$ cat config.mk
export PLATFORM = sky130hd
export DESIGN_NAME = txt_buffer
export DESIGN_NICKNAME = d
export VERILOG_FILES = /design/src/rtl/txt_buffer.sv
export SDC_FILE = /design/constraint.sdc
export NUM_CORES = 2
export LEC_CHECK = 0
export ABC_AREA = 1
export CELL_PAD_IN_SITES_DETAIL_PLACEMENT = 1
export CELL_PAD_IN_SITES_GLOBAL_PLACEMENT = 1
export CORE_UTILIZATION = 47
export CTS_BUF_LIST = sky130_fd_sc_hd__clkbuf_8 sky130_fd_sc_hd__clkbuf_16
export CTS_CLUSTER_DIAMETER = 50
export DETAILED_ROUTE_END_ITERATION = 8
export PLACE_DENSITY = 0.78
export SETUP_SLACK_MARGIN = 0.02
export SYNTH_ARGS = -nofsm -noshare
export SYNTH_HDL_FRONTEND = slang
export SYNTH_SLANG_ARGS = --single-unit
$ cat constraint.sdc
create_clock -name clk -period 10.8 [get_ports clk]
set_input_delay 2.16 -clock clk [delete_from_list [all_inputs] [get_ports clk]]
set_output_delay 2.16 -clock clk [all_outputs]
set_load 0.02 [all_outputs]
$ cat src/rtl/txt_buffer.sv
// txt_buffer: COLS x ROWS character RAM with a registered read port and a command
// port that writes single characters, prints decimal numbers, or clears the screen.
module txt_buffer #(
    parameter int COLS       = 16,
    parameter int ROWS       = 16,
    parameter int DIGITS     = 3,
    parameter int NUM_W      = 10,
    parameter int LEAD_BLANK = 1,
    localparam int COL_W     = $clog2(COLS),
    localparam int ROW_W     = $clog2(ROWS)
) (
    input  logic             clk,
    input  logic             rst_n,
    input  logic [COL_W-1:0] rd_x,
    input  logic [ROW_W-1:0] rd_y,
    output logic [6:0]       char_code,
    input  logic             cmd_valid,
    output logic             cmd_ready,
    input  logic [1:0]       cmd_op,
    input  logic [COL_W-1:0] cmd_x,
    input  logic [ROW_W-1:0] cmd_y,
    input  logic [6:0]       cmd_char,
    input  logic [NUM_W-1:0] cmd_num,
    output logic             busy
);
    localparam int AW      = ROW_W + COL_W;
    localparam int CELLS   = COLS * ROWS;
    localparam int IW      = $clog2(CELLS);
    localparam int BCD_W   = 4 * DIGITS;
    localparam int MAX_NUM = 10 ** DIGITS - 1;
    localparam int CNT_W   = $clog2(NUM_W + DIGITS + 1);
    localparam int XW      = COL_W + $clog2(DIGITS + 1) + 1;
    localparam logic [AW-1:0]  COLS_A    = AW'(COLS);
    localparam logic [AW-1:0]  LAST_ADDR = AW'(CELLS - 1);
    localparam logic [XW-1:0]  COLS_X    = XW'(COLS);
    localparam logic [ROW_W:0] ROWS_Y    = (ROW_W + 1)'(ROWS);

    typedef enum logic [1:0] {IDLE, CLEAR, CONV, EMIT} state_t;

    state_t           state_q, state_d;
    logic [AW-1:0]    addr_q, addr_d;
    logic [CNT_W-1:0] cnt_q, cnt_d;
    logic [NUM_W-1:0] bin_q, bin_d;
    logic [BCD_W-1:0] bcd_q, bcd_d;
    logic [XW-1:0]    col_q, col_d;
    logic [ROW_W-1:0] row_q, row_d;
    logic             row_ok_q, row_ok_d;
    logic             seen_q, seen_d;
    logic [6:0]       char_q, char_d;
    logic [6:0]       mem_q [CELLS];

    logic             we;
    logic [AW-1:0]    waddr;
    logic [6:0]       wdata;
    logic             accept;
    logic [BCD_W-1:0] bcd_adj;
    logic [3:0]       digit;
    logic             blank;

    function automatic logic [AW-1:0] cell_addr(logic [ROW_W-1:0] y, logic [XW-1:0] x);
        return AW'(y) * COLS_A + AW'(x);
    endfunction

    assign cmd_ready = rst_n && (state_q == IDLE);
    assign busy      = !rst_n || (state_q != IDLE);
    assign accept    = cmd_valid && cmd_ready;
    assign char_code = char_q;

    // Out-of-range reads return a blank rather than aliasing onto another cell.
    always_comb begin
        char_d = 7'h20;
        if (XW'(rd_x) < COLS_X && {1'b0, rd_y} < ROWS_Y)
            char_d = mem_q[IW'(cell_addr(rd_y, XW'(rd_x)))];
    end

    always_comb begin
        state_d  = state_q;
        addr_d   = addr_q;
        cnt_d    = cnt_q;
        bin_d    = bin_q;
        bcd_d    = bcd_q;
        col_d    = col_q;
        row_d    = row_q;
        row_ok_d = row_ok_q;
        seen_d   = seen_q;
        we       = 1'b0;
        waddr    = '0;
        wdata    = 7'h20;
        digit    = bcd_q[BCD_W-1 -: 4];
        blank    = 1'b0;
        bcd_adj  = bcd_q;
        for (int i = 0; i < DIGITS; i++)
            if (bcd_adj[4*i +: 4] >= 4'd5)
                bcd_adj[4*i +: 4] = bcd_adj[4*i +: 4] + 4'd3;

        case (state_q)
            IDLE: begin
                if (accept) begin
                    case (cmd_op)
                        2'b00: begin
                            we    = (XW'(cmd_x) < COLS_X) && ({1'b0, cmd_y} < ROWS_Y);
                            waddr = cell_addr(cmd_y, XW'(cmd_x));
                            wdata = cmd_char;
                        end
                        2'b01: begin
                            state_d  = CONV;
                            cnt_d    = '0;
                            bcd_d    = '0;
                            bin_d    = (32'(cmd_num) > MAX_NUM) ? NUM_W'(MAX_NUM) : cmd_num;
                            col_d    = XW'(cmd_x);
                            row_d    = cmd_y;
                            row_ok_d = {1'b0, cmd_y} < ROWS_Y;
                            seen_d   = 1'b0;
                        end
                        2'b10: begin
                            state_d = CLEAR;
                            addr_d  = '0;
                        end
                        default: ;
                    endcase
                end
            end
            CLEAR: begin
                we     = 1'b1;
                waddr  = addr_q;
                addr_d = addr_q + 1'b1;
                if (addr_q == LAST_ADDR) begin
                    state_d = IDLE;
                    addr_d  = '0;
                end
            end
            // Double-dabble: add 3 to every BCD nibble >= 5, then shift one binary bit in.
            CONV: begin
                {bcd_d, bin_d} = {bcd_adj, bin_q} << 1;
                cnt_d = cnt_q + 1'b1;
                if (cnt_q == CNT_W'(NUM_W - 1)) begin
                    state_d = EMIT;
                    cnt_d   = '0;
                end
            end
            EMIT: begin
                blank  = (LEAD_BLANK != 0) && (digit == 4'd0) && !seen_q &&
                         (cnt_q != CNT_W'(DIGITS - 1));
                we     = row_ok_q && (col_q < COLS_X);
                waddr  = cell_addr(row_q, col_q);
                wdata  = blank ? 7'h20 : {3'b011, digit};
                seen_d = seen_q | (digit != 4'd0);
                bcd_d  = bcd_q << 4;
                col_d  = col_q + 1'b1;
                cnt_d  = cnt_q + 1'b1;
                if (cnt_q == CNT_W'(DIGITS - 1)) begin
                    state_d = IDLE;
                    cnt_d   = '0;
                end
            end
        endcase

        if (!rst_n)
            we = 1'b0;
    end

    always_ff @(posedge clk) begin
        if (!rst_n) begin
            state_q  <= CLEAR;
            addr_q   <= '0;
            cnt_q    <= '0;
            bin_q    <= '0;
            bcd_q    <= '0;
            col_q    <= '0;
            row_q    <= '0;
            row_ok_q <= 1'b0;
            seen_q   <= 1'b0;
            char_q   <= 7'h20;
        end else begin
            state_q  <= state_d;
            addr_q   <= addr_d;
            cnt_q    <= cnt_d;
            bin_q    <= bin_d;
            bcd_q    <= bcd_d;
            col_q    <= col_d;
            row_q    <= row_d;
            row_ok_q <= row_ok_d;
            seen_q   <= seen_d;
            char_q   <= char_d;
        end
    end

    // No reset on the array: the CLEAR sweep establishes its contents.
    always_ff @(posedge clk) begin
        if (we)
            mem_q[IW'(waddr)] <= wdata;
    end

endmodule

Word-level counts from Yosys, hierarchy flattened:

Memories as Yosys holds them, arrays and structs flattened. A register that Yosys moved wholly into a read port is not among the register bits.
Cells that the tools add are included.

* reduce and logical (&&, ||, !) cells: 24
* bitwise gates (word level): 1
* magnitude comparators: 5
* multiplexer cells: 44
* $add $sub $neg: 9
* eq/ne operators: 16

Operators by type and width (count)
* 2-to-1 mux 8 bit: 5
* case mux 12 bit (3 select lines): 1
* 2-to-1 mux 10 bit: 3
* 2-to-1 mux 7 bit: 4
* case mux 7 bit (2 select lines): 2
* 2-to-1 mux 12 bit: 2
* 2-to-1 mux 4 bit: 6
* case mux 8 bit (3 select lines): 1
* case mux 10 bit (2 select lines): 1
* adder 8 x 4 -> 8 bit: 2
* case mux 8 bit (2 select lines): 1
* AND reduction 3 bit: 5
* >= comparator 4 x 3 -> 1 bit (second input constant): 3
* case mux 4 bit (3 select lines): 1
* > comparator 10 bit (second input constant): 1
* adder 4 x 2 -> 4 bit (second input constant): 2
* adder 8 x 1 -> 8 bit (second input constant): 1
* adder 8 x 7 -> 8 bit: 1
* == test 8 bit (second input constant): 1
* 2-to-1 mux 2 bit: 4
* inequality test 2 bit (second input constant): 4
* case mux 2 bit (4 select lines): 1
* nonzero test 2 bit: 4
* adder 7 x 1 -> 7 bit (second input constant): 1
* 25 further kinds: 42

* bits in writable memories: 1792
* register bits after elaboration: 49
* bits of input ports: 38
* memories: 1
* output and inout port bits: 9
* word-level logic and storage cells: 109

Memories
* mem_q: depth 256, width 7, rd ports 1, clocked after Yosys merged registers in 1, write ports 1, RTL line 50 `logic [6:0] mem_q [CELLS];`

Longest topological paths before layout:

* word-level depth: 8
* mapped depth: 15
* mapped depth without buffers: 15

Least setup slack after synthesis:

OpenSTA, ideal clock, no wires.

* path type: input -> register
* start: input port rst_n
* end: memory mem_q[0][0] (data pin)
* data required time: 9.224 ns
* slack: -0.608 ns
* arrival time: 9.831 ns
* path buffers: 1
* cell stages on the path: 7
* cells stage by stage: nand2_1 -> inv_2 -> nand2_2 -> nor3_4 -> buf_4 -> nand2_1 -> a21oi_1

* word-level cells in the longest chain between the ends: 4

Ends and longest elaborated chain
* start: declaration: RTL line 13 `input logic rst_n,`
* logical AND 1 bit: RTL line 64 `assign cmd_ready = rst_n && (state_q == IDLE);`
* named net cmd_ready: RTL line 18 `output logic cmd_ready,`
* logical AND 1 bit: RTL line 66 `assign accept = cmd_valid && cmd_ready;`
* 2-to-1 mux 7 bit: RTL line 98 `if (accept) begin`
* case mux 7 bit (2 select lines): RTL line 96 `case (state_q)`
* named net wdata[0]: RTL line 54 `logic [6:0] wdata;`
* end: declaration: RTL line 50

The timed path passes the listed nets, and every way through them passes these cells.

Final worst setup path:

* start: input port rst_n
* end: memory mem_q[217][6], enable pin

* word-level cells in the longest chain between the ends: 7
* elaborated cells on any way between the ends: 9
* classes of those cells: mux: 7; reduce/logical: 2

Ends and longest elaborated chain
* logical AND 1 bit: RTL line 64
* logical AND 1 bit: RTL line 66
* 2-to-1 mux 1 bit: RTL line 98
* case mux 1 bit (3 select lines): RTL line 96
* 2-to-1 mux 1 bit: RTL line 158 `if (!rst_n)`
* 2-to-1 mux 1 bit: RTL line 190 `if (we)`
* 2-to-1 mux 1 bit (not written as such): RTL line 191 `mem_q[IW'(waddr)] <= wdata;`

Parallel ways exist; a longest one is shown, timed or not.

==> flow_summary.ini <==
[outcome]
status = complete, no violations

[logic_synthesis]
yosys_warnings = 0
synth_area_per_cell_um2 = 11.4
synth_common_cells = nand2_1 (2052), edfxtp_1 (1792), nand3_1 (1701)
yosys.area_share.simple_pct = 23.3
synth_compound_area_share_pct = 1.10
async_flop_share_pct = 0
seq_area_frac_synth_pct = 72.5
synth_top_cells_by_area = edfxtp_1 (71%), nand3_1 (11%), nand2_1 (10%), clkbuf_1 (1.6%), nor2_1 (1.5%)
yosys.area.top_type_share_pct = 71.0
synth_xor_area_share_pct = 0.0693
synthCells = 6636
synthAdderAreaFrac_pct = 0.307
synth_cell_types = 42
synth_edf_count = 1792
synth.most_common_cell = nand2_1
netlist_area_um2 = 75800
yosys.area.top_type = edfxtp_1
synth-seq-cells = 1848
synth_mux_area_share_pct = 0
synth_top_family_by_area = simple AND/OR/NAND/NOR gates
ys.flop_type = edfxtp_1
synth_nets = 6692

[floorplan]
die_x_um = 404
die-area_um2 = 163000
io_pins = 47
fp-row-count = 147
dieHeight_um = 404
start_util_pct = 47.3
core_region_area_um2 = 160000

[pwr]
vdd_drop_max_v = 0.000183
power_mw = 15.1
leakagePower_nw = 30.2
pwr_density_cell_nw_per_um2 = 180

[clock_network]
post_cts_buffers = 0
h-tree-depth = 4
cts_tree = done
cts.path.max_buffers = 3
cts_buffers = 189
hold_buffers = 0
ctsRootBufferMaster = clkbuf_16
clkSinkCount = 1848
cts-resized-gates = 0
path_clk_slew_ps = 60
clk_latency_ps = 840

[worst_setup_path]
path_max_fanout = 16
arrival_ps = 6510
worstPathRequired_ps = 11250
r2r_slack_ps = 5720
worst-setup-path-type = primary input to flop
end_kind = flop
start_kind = primary input
ff2ff_path_depth = 10
rr_endpoint = mem_q[217][6]$_DFFE_PP_
worstReg2RegStart = state_q[0]$_SDFFE_PN1P_

[timing]
period_share_pct = 56.1
fin_crit_ps = 6060
fmax_ghz = 0.165
fin_skew_ps = 39.9
drv_slew = 0
tightest_slew_ps = 1450
finalSetupTns_ps = 0
rsz0062_at_grt = false
hold-worst-slack_ps = 465
hold_violations = 0
finalSetupViolCount = 0
slew_headroom_pct = 3.33

[routing]
via_per_inst = 5.96
wl_mm = 231
wl_per_cell_um = 26.2
drtPass1Iterations = 6
routed-via-count = 52500
ant_nets = 0
drt_iter0_drc = 5501
drc = 0

[place]
place_hpwl_mm = 131
place.gp.congestion = 0.861
post_dp_cell_area_um2 = 77900
io_buffer_count = 46

[finish]
area_growth_pct = 11.1
finish.utilization_pct = 52.5
nNetsFinal = 6556
n_fill_cell = 16700
drive_above_1_share_pct = 5.92
stdcell_area_um2 = 84200

[global_routing]
grt_pass1_vias = 54900
grt.overflow.total = 0
track_usage_pct = 28.2
grt_max_degree = 200
grt_pass1_wl_mm = 343
antenna_found_initial = 2

[hold_path]
min_from = bin_q[9]$_SDFFE_PN0P_
min_to = bcd_q[0]$_SDFFE_PN0P_
hp-class = flop to flop
hold_path_depth = 2

[run]
drv_cap = 0
[state kept, by name (all words and copies together) (netlist names)]
name	flops
row_q	4
bcd_q	12
addr_q	8
mem_q	1792
row_ok_q	1
bin_q	10
cnt_q	4
state_q	2
char_code	7
col_q	7
seen_q	1
[through the flow]
step / std cells / worst slack, ps
6_report: 8816 / 4740
5_1_grt: 8814 / 4660
4_1_cts: 8814 / 4900
3_5_place_dp: 8469 / 4040
3_3_place_gp: 8469 / 4210
2_1_floorplan: 6636 / 516
[power by group]
part	internal (mW)	switching, mW
clock network	3.86	2.79
registers	7.75	0.00777
logic	0.186	0.549
[critical path, stage by stage]
cell and delay (ps):
clkdlybuf4s50_1 480, nand2_1 90, inv_2 80, nand2_2 80, nor3_4 510, a21oi_1 270
nor3_1 1020, nand2_1 940, nor2_1 830
[placed cells by master, fill, tap and decap left out, types with 3 or more instances in the layout]
cell	synthesis	final
nand3_1	1701	1700
clkbuf_16	0	197
clkinv_2	0	26
nand2_2	13	17
a221oi_1	4	4
nor3_1	9	9
o21ai_0	56	56
clkinvlp_4	0	10
inv_8	0	4
bufinv_16	0	22
a31oi_1	13	13
clkinv_1	5	33
buf_12	0	11
nor2_2	3	3
inv_6	0	13
a21oi_1	56	53
nor4_4	3	3
inv_2	3	4
nor2_1	306	303
nand2_1	2052	2048
clkbuf_8	0	6
dfxtp_1	56	56
a21oi_4	0	3
a32oi_1	3	3
nor3b_1	3	3
inv_1	65	101
buf_4	1	59
clkdlybuf4s50_1	0	41
a211oi_1	3	3
o22ai_1	3	3
edfxtp_1	1792	1792
xor2_1	4	4
nor2_4	0	3
ha_1	17	17
nand4_1	5	5
[layer usage]
| metal | routed length (um) | GRT usage [%] | vias up |
|---|---|---|---|
| met5 | 33 | 0 | - |
| met4 | 10100 | 12.4 | 4 |
| met3 | 17900 | 4.89 | 553 |
| met2 | 112000 | 47.5 | 2341 |
| met1 | 90200 | 35.8 | 26500 |
| li1 | - | - | 23100 |
[worst max path at each step]
stage                     startpoint                       to  slack, ps
after floorplan                rst_n    mem_q[0][2]$_DFFE_PP_        520
after global placement         rst_n  mem_q[220][1]$_DFFE_PP_       4210
after detailed placement       rst_n  mem_q[217][5]$_DFFE_PP_       4040
after CTS                      rst_n  mem_q[217][6]$_DFFE_PP_       4900
after global routing           rst_n  mem_q[212][3]$_DFFE_PP_       4660
final                          rst_n  mem_q[217][6]$_DFFE_PP_       4740
[area by class of cell]
type / count / area, um^2 / area share [%]
Inverter: 73 / 299 / 0.355
Clock inverter: 143 / 1280 / 1.52
Sequential cell: 1848 / 54900 / 65.2
Clock buffer: 202 / 5000 / 5.93
Antenna cell: 2 / 5.00 / 0.00594
Timing Repair Buffer: 115 / 1120 / 1.33
Multi-Input combinational cell: 4273 / 18900 / 22.4
Tap cell: 2160 / 2700 / 3.21
[cell families after synthesis]
kind of cell	count (synthesis)
adder cells (fa/ha/maj)	18
buffers and inverters	515
AO/OA/AOI/OAI	148
XOR/XNOR	6
AND/OR/NAND/NOR	4101
flip-flops	1848
Power figures use the tool's default switching activity.
